[src/rtl/lsu_bus_ctrl.sv]
// Load/store unit bridging the execute stage to a request/grant data-memory bus.
// One access in flight; word-crossing accesses are optionally split into two bus transactions.
module lsu_bus_ctrl #(
    parameter int ADDR_W         = 32,
    parameter int TAG_W          = 5,
    parameter bit MISALIGN_SPLIT = 1'b1
) (
    input  logic              clk,
    input  logic              rst,
    input  logic              req_valid,
    output logic              req_ready,
    input  logic              req_we,
    input  logic [2:0]        req_funct3,
    input  logic [ADDR_W-1:0] req_addr,
    input  logic [31:0]       req_wdata,
    input  logic [TAG_W-1:0]  req_tag,
    output logic              resp_valid,
    output logic [31:0]       resp_data,
    output logic [TAG_W-1:0]  resp_tag,
    output logic              exc_misalign,
    output logic              exc_illegal,
    output logic              busy,
    output logic              mem_req,
    input  logic              mem_gnt,
    output logic [ADDR_W-1:0] mem_addr,
    output logic              mem_we,
    output logic [3:0]        mem_be,
    output logic [31:0]       mem_wdata,
    input  logic              mem_rvalid,
    input  logic [31:0]       mem_rdata
);

    typedef enum logic [2:0] {
        S_IDLE, S_REQ0, S_WAIT0, S_REQ1, S_WAIT1, S_RESP, S_EXC
    } state_t;

    state_t state, state_next;

    logic              r_we;
    logic [2:0]        r_funct3;
    logic [ADDR_W-1:0] r_addr;
    logic [31:0]       r_wdata;
    logic [TAG_W-1:0]  r_tag;
    logic [31:0]       lo, hi;

    function automatic logic f_illegal(input logic we, input logic [2:0] f3);
        return (f3[1:0] == 2'b11) || (f3[2] && f3[1]) || (we && f3[2]);
    endfunction

    function automatic logic f_misaligned(input logic [2:0] f3, input logic [1:0] a);
        return ((f3[1:0] == 2'b01) && a[0]) || ((f3[1:0] == 2'b10) && (a != 2'b00));
    endfunction

    logic [1:0]        off;
    logic [2:0]        size;
    logic [3:0]        size_mask;
    logic [31:0]       data_mask;
    logic [2:0]        last_byte;
    logic              split;
    logic [7:0]        be_wide;
    logic [63:0]       wdata_wide;
    logic [31:0]       raw;
    logic [31:0]       load_ext;
    logic [ADDR_W-1:0] word_addr;

    assign off = r_addr[1:0];

    always_comb begin
        case (r_funct3[1:0])
            2'b00:   begin size = 3'd1; size_mask = 4'b0001; data_mask = 32'h0000_00FF; end
            2'b01:   begin size = 3'd2; size_mask = 4'b0011; data_mask = 32'h0000_FFFF; end
            default: begin size = 3'd4; size_mask = 4'b1111; data_mask = 32'hFFFF_FFFF; end
        endcase
    end

    // Byte and data lanes are built 8 bytes wide so the second half of a split falls out of the upper word.
    assign last_byte  = {1'b0, off} + size - 3'd1;
    assign split      = MISALIGN_SPLIT && (last_byte > 3'd3);
    assign be_wide    = {4'b0000, size_mask} << off;
    assign wdata_wide = {32'h0, r_wdata & data_mask} << {off, 3'b000};
    assign raw        = 32'({hi, lo} >> {off, 3'b000});
    assign word_addr  = {r_addr[ADDR_W-1:2], 2'b00};

    always_comb begin
        case (r_funct3)
            3'b000:  load_ext = {{24{raw[7]}}, raw[7:0]};
            3'b001:  load_ext = {{16{raw[15]}}, raw[15:0]};
            3'b100:  load_ext = {24'h0, raw[7:0]};
            3'b101:  load_ext = {16'h0, raw[15:0]};
            default: load_ext = raw;
        endcase
    end

    // NOTE: sequential state uses non-blocking assignments so every register samples pre-edge values.
    always_ff @(posedge clk) begin
        if (rst) state <= S_IDLE;
        else     state <= state_next;
    end

    // NOTE: the request and read-data registers are deliberately not reset; state gates every use of them.
    always_ff @(posedge clk) begin
        if (req_valid && req_ready) begin
            r_we     <= req_we;
            r_funct3 <= req_funct3;
            r_addr   <= req_addr;
            r_wdata  <= req_wdata;
            r_tag    <= req_tag;
        end
        if (!rst && state == S_WAIT0 && mem_rvalid) lo <= mem_rdata;
        if (!rst && state == S_WAIT1 && mem_rvalid) hi <= mem_rdata;
    end

    // NOTE: every output and next-state term gets a default first, so no latches are inferred.
    always_comb begin
        state_next   = state;
        req_ready    = 1'b0;
        resp_valid   = 1'b0;
        resp_data    = 32'h0;
        resp_tag     = '0;
        exc_misalign = 1'b0;
        exc_illegal  = 1'b0;
        busy         = 1'b0;
        mem_req      = 1'b0;
        mem_addr     = '0;
        mem_we       = 1'b0;
        mem_be       = 4'b0000;
        mem_wdata    = 32'h0;
        if (!rst) begin
            busy = (state != S_IDLE);
            case (state)
                S_IDLE: begin
                    req_ready = 1'b1;
                    if (req_valid) begin
                        if (f_illegal(req_we, req_funct3) ||
                            (!MISALIGN_SPLIT && f_misaligned(req_funct3, req_addr[1:0])))
                            state_next = S_EXC;
                        else
                            state_next = S_REQ0;
                    end
                end
                S_REQ0: begin
                    mem_req   = 1'b1;
                    mem_addr  = word_addr;
                    mem_we    = r_we;
                    mem_be    = be_wide[3:0];
                    mem_wdata = wdata_wide[31:0];
                    if (mem_gnt) begin
                        if (!r_we)     state_next = S_WAIT0;
                        else if (split) state_next = S_REQ1;
                        else           state_next = S_IDLE;
                    end
                end
                S_WAIT0: begin
                    if (mem_rvalid) state_next = split ? S_REQ1 : S_RESP;
                end
                S_REQ1: begin
                    mem_req   = 1'b1;
                    mem_addr  = word_addr + ADDR_W'(4);
                    mem_we    = r_we;
                    mem_be    = be_wide[7:4];
                    mem_wdata = wdata_wide[63:32];
                    if (mem_gnt) state_next = r_we ? S_IDLE : S_WAIT1;
                end
                S_WAIT1: begin
                    if (mem_rvalid) state_next = S_RESP;
                end
                S_RESP: begin
                    resp_valid = 1'b1;
                    resp_data  = load_ext;
                    resp_tag   = r_tag;
                    state_next = S_IDLE;
                end
                S_EXC: begin
                    exc_illegal  = f_illegal(r_we, r_funct3);
                    exc_misalign = !f_illegal(r_we, r_funct3);
                    state_next   = S_IDLE;
                end
                default: state_next = S_IDLE;
            endcase
        end
    end

endmodule

[config.mk]
export PLATFORM = sky130hd
export DESIGN_NAME = lsu_bus_ctrl
export DESIGN_NICKNAME = d
export VERILOG_FILES = /design/src/rtl/lsu_bus_ctrl.sv
export SDC_FILE = /design/constraint.sdc
export NUM_CORES = 1
export LEC_CHECK = 0
export BUFFER_PORTS_ARGS = -buffer_cell sky130_fd_sc_hd__buf_2
export CELL_PAD_IN_SITES_DETAIL_PLACEMENT = 1
export CELL_PAD_IN_SITES_GLOBAL_PLACEMENT = 2
export CORE_MARGIN = 2
export CORE_UTILIZATION = 36
export CTS_BUF_LIST = sky130_fd_sc_hd__clkbuf_8
export CTS_CLUSTER_DIAMETER = 60
export DETAILED_ROUTE_END_ITERATION = 8
export PLACE_DENSITY_LB_ADDON = 0.2
export RECOVER_POWER = 50
export SYNTH_ARGS = -nofsm -noshare
export SYNTH_HDL_FRONTEND = slang
export SYNTH_SLANG_ARGS = --single-unit
[constraint.sdc]
create_clock -name clk -period 5.5 [get_ports clk]
set_input_delay 0.55 -clock clk [delete_from_list [all_inputs] [get_ports clk]]
set_output_delay 0.55 -clock clk [all_outputs]
set_load 0.02 [all_outputs]
After elaboration in Yosys (flattened, before gate mapping)
Index checks and enable logic that the tools add are counted.

word-level totals
  register bits = 140
  input port bits = 110
  output and inout bits = 112

cells by class
  add/subtract/negate cells = 3
  order comparisons = 1
  equality and inequality tests = 17
  shift operators = 3
  muxes and demuxes = 38
  bitwise logic cells = 1
  reductions and logical operators = 21

operators with widths
  operator                                                               number
  32-bit case mux with 2 select lines                                    3
  32-bit 2-to-1 mux                                                      4
  32-bit case mux with 4 select lines                                    1
  32-bit by 5-bit << shifter with 64-bit output                          1
  64-bit by 5-bit >> shifter with 32-bit output                          1
  32-bit by 3-bit adder with 32-bit output, second input constant        1
  32-bit bitwise AND                                                     1
  3-bit 2-to-1 mux                                                       8
  4-bit case mux with 2 select lines                                     2
  3-bit equality test, second input constant                             5
  3-bit case mux with 5 select lines                                     1
  1-bit 2-to-1 mux                                                       13
  5-bit 2-to-1 mux                                                       2
  2-bit != test, second input constant                                   5
  1-bit logical AND                                                      9
  4-bit by 2-bit << shifter with 8-bit output                            1
  3-bit by 1-bit equality test with 1-bit output, second input constant  2
  3-bit by 2-bit equality test with 1-bit output, second input constant  2
  3-bit logical NOT                                                      2
  3-bit case mux with 2 select lines                                     1
  5-bit AND reduction                                                    1
  2-bit equality test, second input constant                             2
  1-bit logical OR                                                       4
  2-bit 2-to-1 mux                                                       2
  9 further kinds                                                        10

Depth between registers and ports, before layout
Gate-level depths: netlist of run 1.

  depth after elaboration = 9
  depth in mapped cells = 10
  gate-level depth less buffers = 8

Worst setup path before layout of run 1
No wires, ideal clock.

  path type = reg-to-reg
  start = register state[1]
  end = register r_addr[0], enable pin
  library setup time = 0.439 ns
  data arrival time = 3.137 ns
  setup slack = 1.925 ns
  cell stages (with the launch flop) = 4
  path buffers = 1
  cells stage by stage = dfxtp_1 buf_2 nor4_1 and2_1

between the ends
  cells in the longest elaborated chain, start to end = 4

ends and longest elaborated chain
  element                   line  text
  start: declaration        37    state_t state, state_next;
  start signal: assignment  97    else state <= state_next;
  3-bit logical NOT         130   case (state)
  1-bit 2-to-1 mux          130
  1-bit 2-to-1 mux          128   if (!rst) begin
  via req_ready             11    output logic req_ready,
  1-bit logical AND         102   if (req_valid && req_ready) begin
  end signal: assignment    105   r_addr <= req_addr;
  end: declaration          41    logic [ADDR_W-1:0] r_addr;

The timed path passes the listed nets, and every way through them passes these cells.
A chain may end at the register's enable or synchronous reset.

Final worst setup path of run 1
  start = register state[1]
  end = output mem_wdata[3]

between the ends
  cells in the longest elaborated chain, start to end = 3
  elaborated cells on any way between the ends = 4
  those cells by class = eq/ne: 2; mux: 2

ends and longest elaborated chain
  element                                                                                                                  line  text
  3-bit by 2-bit equality test with 1-bit output / 3-bit by 1-bit equality test with 1-bit output (equally long branches)  130
  32-bit case mux with 2 select lines *                                                                                    130
  32-bit 2-to-1 mux *                                                                                                      128
  end: declaration                                                                                                         28    output logic [31:0] mem_wdata,

Every way passes the cells marked *; elsewhere a longest branch is shown, timed or not.

==> results.json, run 1 <==
{
  "clk_pin_slew_ns": 0.08,
  "hp-class": "in -> reg",
  "setup_viol": 0,
  "detail-route-antenna-nets": 0,
  "grt_pass1_wl_mm": 33.5,
  "critPathTopFamily": "simple AND/OR/NAND/NOR gates",
  "dr.pass1.iters": 4,
  "portBuffers": 219,
  "timing.critical_path.buf_inv": 1,
  "crit_start": "state[1]$_SDFFE_PP0P_",
  "first_global_vias": 6229,
  "syn_avg_cell_area_um2": 11.7,
  "detailed_place_hpwl_mm": 15.0,
  "dp_slack_ns": 2.12,
  "grt_overflow_total": 0,
  "nFillCells": 2243,
  "slew_viol_final": 33,
  "vias": 5818,
  "multiInputGateArea_mm2": 0.00311,
  "yosys.area.top_type_share_pct": 52.8,
  "postSynthCellCount": 627,
  "p_per_area_mw_per_mm2": 357,
  "rows": 52,
  "slowest_delay_ns": 0.66,
  "violations": "capacitance limit, slew limit",
  "core_mm2": 0.0201,
  "cp.arrival_ns": 3.31,
  "ir_drop_mv": 0.173,
  "grt_max_degree": 78,
  "p_leak_nw": 3.53,
  "cts-root-buf": "clkbuf_8",
  "drive_gt1_share_pct": 34.3,
  "reg2reg_depth": 8,
  "grt_setup_unrepaired": "no",
  "r2r_start": "r_funct3[1]$_DFFE_PP_",
  "slew_headroom_pct": -30.1,
  "ff_latch_area_mm2": 0.00393,
  "startpoint_type": "flop",
  "cts_resized": 0,
  "final_common_cell": "buf_2",
  "crit_type": "reg -> out",
  "finalCritPeriodShare_pct": 70.2,
  "reg2reg_slack_ns": 2.27,
  "period_minus_slack_ns": 3.86,
  "nets": 933,
  "drc_errors": 0,
  "synth-seq-cells": 132,
  "io_pins": 222,
  "routedWlPerCell_um": 19.3,
  "clock_path_buffers": 2,
  "numCtsBuffers": 17,
  "synth-warning-count": 0,
  "postCtsSetupRepairBufs": 0,
  "worstMarginPinSlew_ns": 1.95,
  "cap_violations": 1,
  "cts_max_level": 4,
  "fp.dieW_um": 147,
  "crit_chain": "nor3b_4 > and2_1 > nor2b_1 > a22oi_1 > nor2_1 > buf_2",
  "cts_tree": "built",
  "synth_edf_count": 129,
  "synthFlopType": "edfxtp_1",
  "grt_usage_pct": 19.9,
  "fmax_mhz": 259,
  "crit_required_ns": 4.95,
  "routed_wirelength_mm": 21.3,
  "crit_cells": 6,
  "finClkSkew_ns": 0.00953,
  "layout_common_cells": "buf_2, edfxtp_1, nor2_1",
  "crit_slowest_cell": "nor2b_1",
  "outcome": "finished, violations left",
  "vias_per_cell": 5.27,
  "worst-path-max-fanout": 25,
  "dieArea_mm2": 0.0216,
  "insertion_delay_ns": 0.44,
  "timing.final.ws_setup_ns": 1.64,
  "synth.area.top_cells": "edfxtp_1, mux4_2, nor2_1",
  "cts_sinks": 132,
  "antenna_found_initial": 2,
  "crit_path_end": "mem_wdata[3]",
  "yosysSeqAreaShare_pct": 53.6,
  "initial_utilization_pct": 36.5,
  "gp_congestion": 0.817,
  "hold_viol_final": 0,
  "die_height_um": 147,
  "netlist_area_mm2": 0.00734,
  "synthDistinctLibCells": 59,
  "synth_top_area_cell": "edfxtp_1",
  "syn2layout_area_growth_pct": 22.7,
  "endpoint_kind": "primary output",
  "hold_buffers": 0,
  "reg2reg_to": "state[1]$_SDFFE_PP0P_",
  "async_reset_ff_share_pct": 0,
  "setup_tns_ns": 0,
  "drtIter0Drc": 294
}
[logic make-up (layout without fill, tap and decap cells)]
| logic type | Yosys count | count (layout) | share of synthesized area, % |
|---|---|---|---|
| DFF | 132 | 132 | 53.6 |
| and+or+nand+nor | 255 | 255 | 16.9 |
| adders and majority gates | 2 | 2 | 0.341 |
| other | 1 | 3 | 0.0511 |
| muxes | 46 | 46 | 11.9 |
| AOI/OAI and AO/OA | 106 | 106 | 9.54 |
| buffers and inverters | 56 | 262 | 4.28 |
| xor gates and xnor gates | 29 | 29 | 3.46 |
[sequential cells by signal (all words and copies together) (netlist names)]
signal / cells
hi: 24
lo: 32
r_addr: 32
r_funct3: 3
r_tag: 5
r_wdata: 32
r_we: 1
state: 3
[cell usage after synthesis, types with 2 or more instances]
cell and instances:
edfxtp_1 129, nor2_1 112, nand2_1 56, mux4_2 32, a21oi_1 25, o21ai_0 23
xor2_1 22, buf_2 20, and3_1 18, a32oi_1 17, a22oi_1 16, and2_1 16
clkbuf_1 13, nand3_1 11, mux2_2 10, buf_4 9, o2bb2ai_1 8, nand4_1 7
xnor2_1 7, buf_6 6, inv_1 6, nor2b_1 5, mux2i_1 4, nand2b_1 4
nor3_1 4, and4_1 3, dfxtp_1 3, o211ai_1 3, o21ai_1 3, ha_1 2
nand4_2 2, nor4_1 2, o21bai_1 2, o22ai_1 2
[area by class of cell]
class	count	area share, %
well taps	270	3.75
clock buffers	17	2.60
diodes	1	0.0278
multi-input cells	440	34.5
clock inverters	15	2.90
inverters	7	0.292
flip-flops and latches	132	43.7
repair buffers	223	12.3
[worst min path at each step]
stage	slack, ns	cells after the start	end	from
after floorplan	0.64	3	state[1]$_SDFFE_PP0P_	r_we$_DFFE_PP_
after global placement	0.62	1	state[1]$_SDFFE_PP0P_	state[0]$_SDFFE_PP0P_
after detailed placement	0.63	1	state[1]$_SDFFE_PP0P_	state[0]$_SDFFE_PP0P_
after CTS	0.23	1	r_addr[11]$_DFFE_PP_	req_addr[11]
after global routing	0.23	1	r_addr[31]$_DFFE_PP_	req_addr[31]
final	0.27	1	r_addr[26]$_DFFE_PP_	req_addr[26]
[metrics by stage]
step           hold slack, ns  std cells  area (µm²)  power [W]  utilization (%)
6_report                0.274       1105        9010    0.00321             44.8
5_1_grt                 0.234       1104        9000    0.00338             44.8
4_1_cts                 0.235       1104        9040    0.00325             45.0
3_5_place_dp            0.629       1072        8540    0.00221             42.5
3_3_place_gp            0.616       1072        8540    0.00218             42.5
2_1_floorplan           0.639        628        7350    0.00198                -
[routing by layer]
layer | global-route usage (%) | vias to the layer above | part of all wire [%]
met5 | 0 | - | 0.061
li1 | - | 2725 | -
met1 | 24.3 | 2870 | 41
met4 | 7.14 | 2 | 1.9
met2 | 34.0 | 188 | 50
met3 | 5.50 | 33 | 7.0
[power by group]
group	internal (W)	switching [W]
Sequential	0.00127	0.000136
Clock	0.000629	0.000402
Combinational	0.000306	0.000466
Total	0.00221	0.00100
Note: power is estimated with default switching activity, not from simulation.
==> run 2: changes to the inputs <==
CORE_UTILIZATION = 31   (was 36)
clock period = 3.3 ns   (was 5.5 ns; I/O delays follow)
==> results.json, run 2 (same netlist as run 1, synthesis figures left out) <==
{
  "gp_congestion": 0.782,
  "finClkSkew_ns": 0.0153,
  "reg.largest.list": "lo (32), r_addr (32), r_wdata (32)",
  "numCtsBuffers": 17,
  "ir_drop_mv": 0.302,
  "holdWs_ns": 0.0439,
  "setup_viol": 0,
  "clock_path_buffers": 2,
  "crit_type": "reg -> out",
  "setup_tns_ns": 0,
  "finalCritPeriodShare_pct": 91.7,
  "p_leak_nw": 3.59,
  "cts-root-buf": "clkbuf_8",
  "slew_headroom_pct": 1.99,
  "drc_errors": 0,
  "crit_required_ns": 2.97,
  "startpoint_type": "flop",
  "vias_per_cell": 5.03,
  "crit_chain": "nor2b_4 > nand2_1 > nor2_1 > a22oi_1 > nor2_1 > buf_2",
  "grt_usage_pct": 18.5,
  "fmax_mhz": 331,
  "hold_viol_final": 0,
  "initial_utilization_pct": 31.5,
  "core_mm2": 0.0233,
  "drive_gt1_share_pct": 35.2,
  "outcome": "finished clean",
  "cap_violations": 0,
  "routed.top_layer": "met5",
  "dieArea_mm2": 0.0249,
  "routed_wirelength_mm": 22.8,
  "insertion_delay_ns": 0.46,
  "wl_met2_mm": 11.0,
  "slowest_delay_ns": 0.76,
  "grt_overflow_total": 0,
  "cts_max_level": 4,
  "grt_pass1_wl_mm": 34.8,
  "die_height_um": 158,
  "first_global_vias": 6312,
  "drtIter0Drc": 378,
  "detailed_place_hpwl_mm": 16.5,
  "fp.dieW_um": 158,
  "slew_viol_final": 0,
  "wl_met1_mm": 9.94,
  "cts_tree": "built",
  "worst-path-max-fanout": 13,
  "final_common_cell": "buf_2",
  "cp.arrival_ns": 2.69,
  "grt_max_degree": 59,
  "met3_length_mm": 1.46,
  "layout_common_cells": "buf_2, edfxtp_1, nor2_1",
  "worstMarginPinSlew_ns": 1.47,
  "vias": 5922,
  "hp-class": "in -> reg",
  "crit_slowest_cell": "nor2_1",
  "rows": 56,
  "routedWlPerCell_um": 19.3,
  "portBuffers": 219,
  "p_per_area_mw_per_mm2": 566,
  "endpoint_kind": "primary output",
  "antenna_found_initial": 6,
  "period_minus_slack_ns": 3.02,
  "dr.pass1.iters": 5,
  "clk_pin_slew_ns": 0.09,
  "syn2layout_area_growth_pct": 25.4,
  "io_pins": 222,
  "nets": 957,
  "cts_sinks": 132,
  "detail-route-antenna-nets": 0,
  "grt_setup_unrepaired": "no",
  "path_common_cell": "nor2_1"
}
run 2: cell count changes in the layout (fill, tap and decap cells not counted), moves of 2 or more:
cell,delta
nor2b_1,-2
inv_6,+4
nor2b_2,+2
inv_1,-2
bufinv_16,-4
clkbuf_1,+4
dlygate4sd3_1,+7
buf_4,+15
buf_2,-4
clkinvlp_4,+2
inv_8,+2
run 2: final timing paths:
| path | end | depth (start not counted) | slack (ns) | startpoint |
|---|---|---|---|---|
| max reg2reg | hi[13]$_DFFE_PP_ | 5 | 0.44 | state[1]$_SDFFE_PP0P_ |
| max | mem_wdata[7] | 6 | 0.28 | state[0]$_SDFFE_PP0P_ |
| min reg2reg | state[1]$_SDFFE_PP0P_ | 1 | 0.68 | state[0]$_SDFFE_PP0P_ |
| min | r_addr[28]$_DFFE_PP_ | 1 | 0.04 | req_addr[28] |
run 2: layer usage:
| metal | track usage (%) | up-vias |
|---|---|---|
| li1 | - | 2771 |
| met1 | 23.6 | 2921 |
| met2 | 30.4 | 196 |
| met3 | 4.98 | 28 |
| met4 | 6.19 | 6 |
| met5 | 0 | - |
run 2: per-stage QoR:
stage / utilization (%) / cell area [µm²] / setup slack [ns] / power (W) / instances
5_1_grt: 39.5 / 9210 / 0.113 / 0.00552 / 1178
2_1_floorplan: - / 7350 / 0.485 / 0.00330 / 628
3_3_place_gp: 37.5 / 8740 / 0.653 / 0.00372 / 1138
4_1_cts: 39.3 / 9170 / 0.0241 / 0.00529 / 1170
6_report: 39.5 / 9210 / 0.275 / 0.00521 / 1178
3_5_place_dp: 37.5 / 8740 / 0.540 / 0.00377 / 1138
run 2: critical path: cells and delay by family, from the launching register on:
family | cells | cell delay (ns)
AO/OA/AOI/OAI | 1 | 0.21
buffers and inverters | 1 | 0.18
flip-flops | 1 | 0.58
AND/OR/NAND/NOR | 4 | 1.28
run 2: cell type report:
type                    count  area, µm²
fillers                  2659      14100
flip-flops and latches    132       3930
multi-input cells         440       3110
repair buffers            247       1310
well taps                 319        399
clock buffers              17        234
clock inverters            15        193
inverters                   7       26.3
diodes                      1       2.50
run 2: timing repair:
item,CTS,global route
hold buffers,0,7
setup buffers,0,0
hold endpoints to repair,0,7
endpoints found under the setup margin,0,9
resized for setup,0,2
run 2: power by group:
| group | switching (W) | internal (W) | total, W | leakage (nW) |
|---|---|---|---|---|
| combinational | 0.000843 | 0.000560 | 0.00140 | 2.17 |
| clock | 0.000720 | 0.000768 | 0.00149 | 0.213 |
| sequential | 0.000205 | 0.00212 | 0.00232 | 1.20 |
| total | 0.00177 | 0.00345 | 0.00521 | 3.59 |
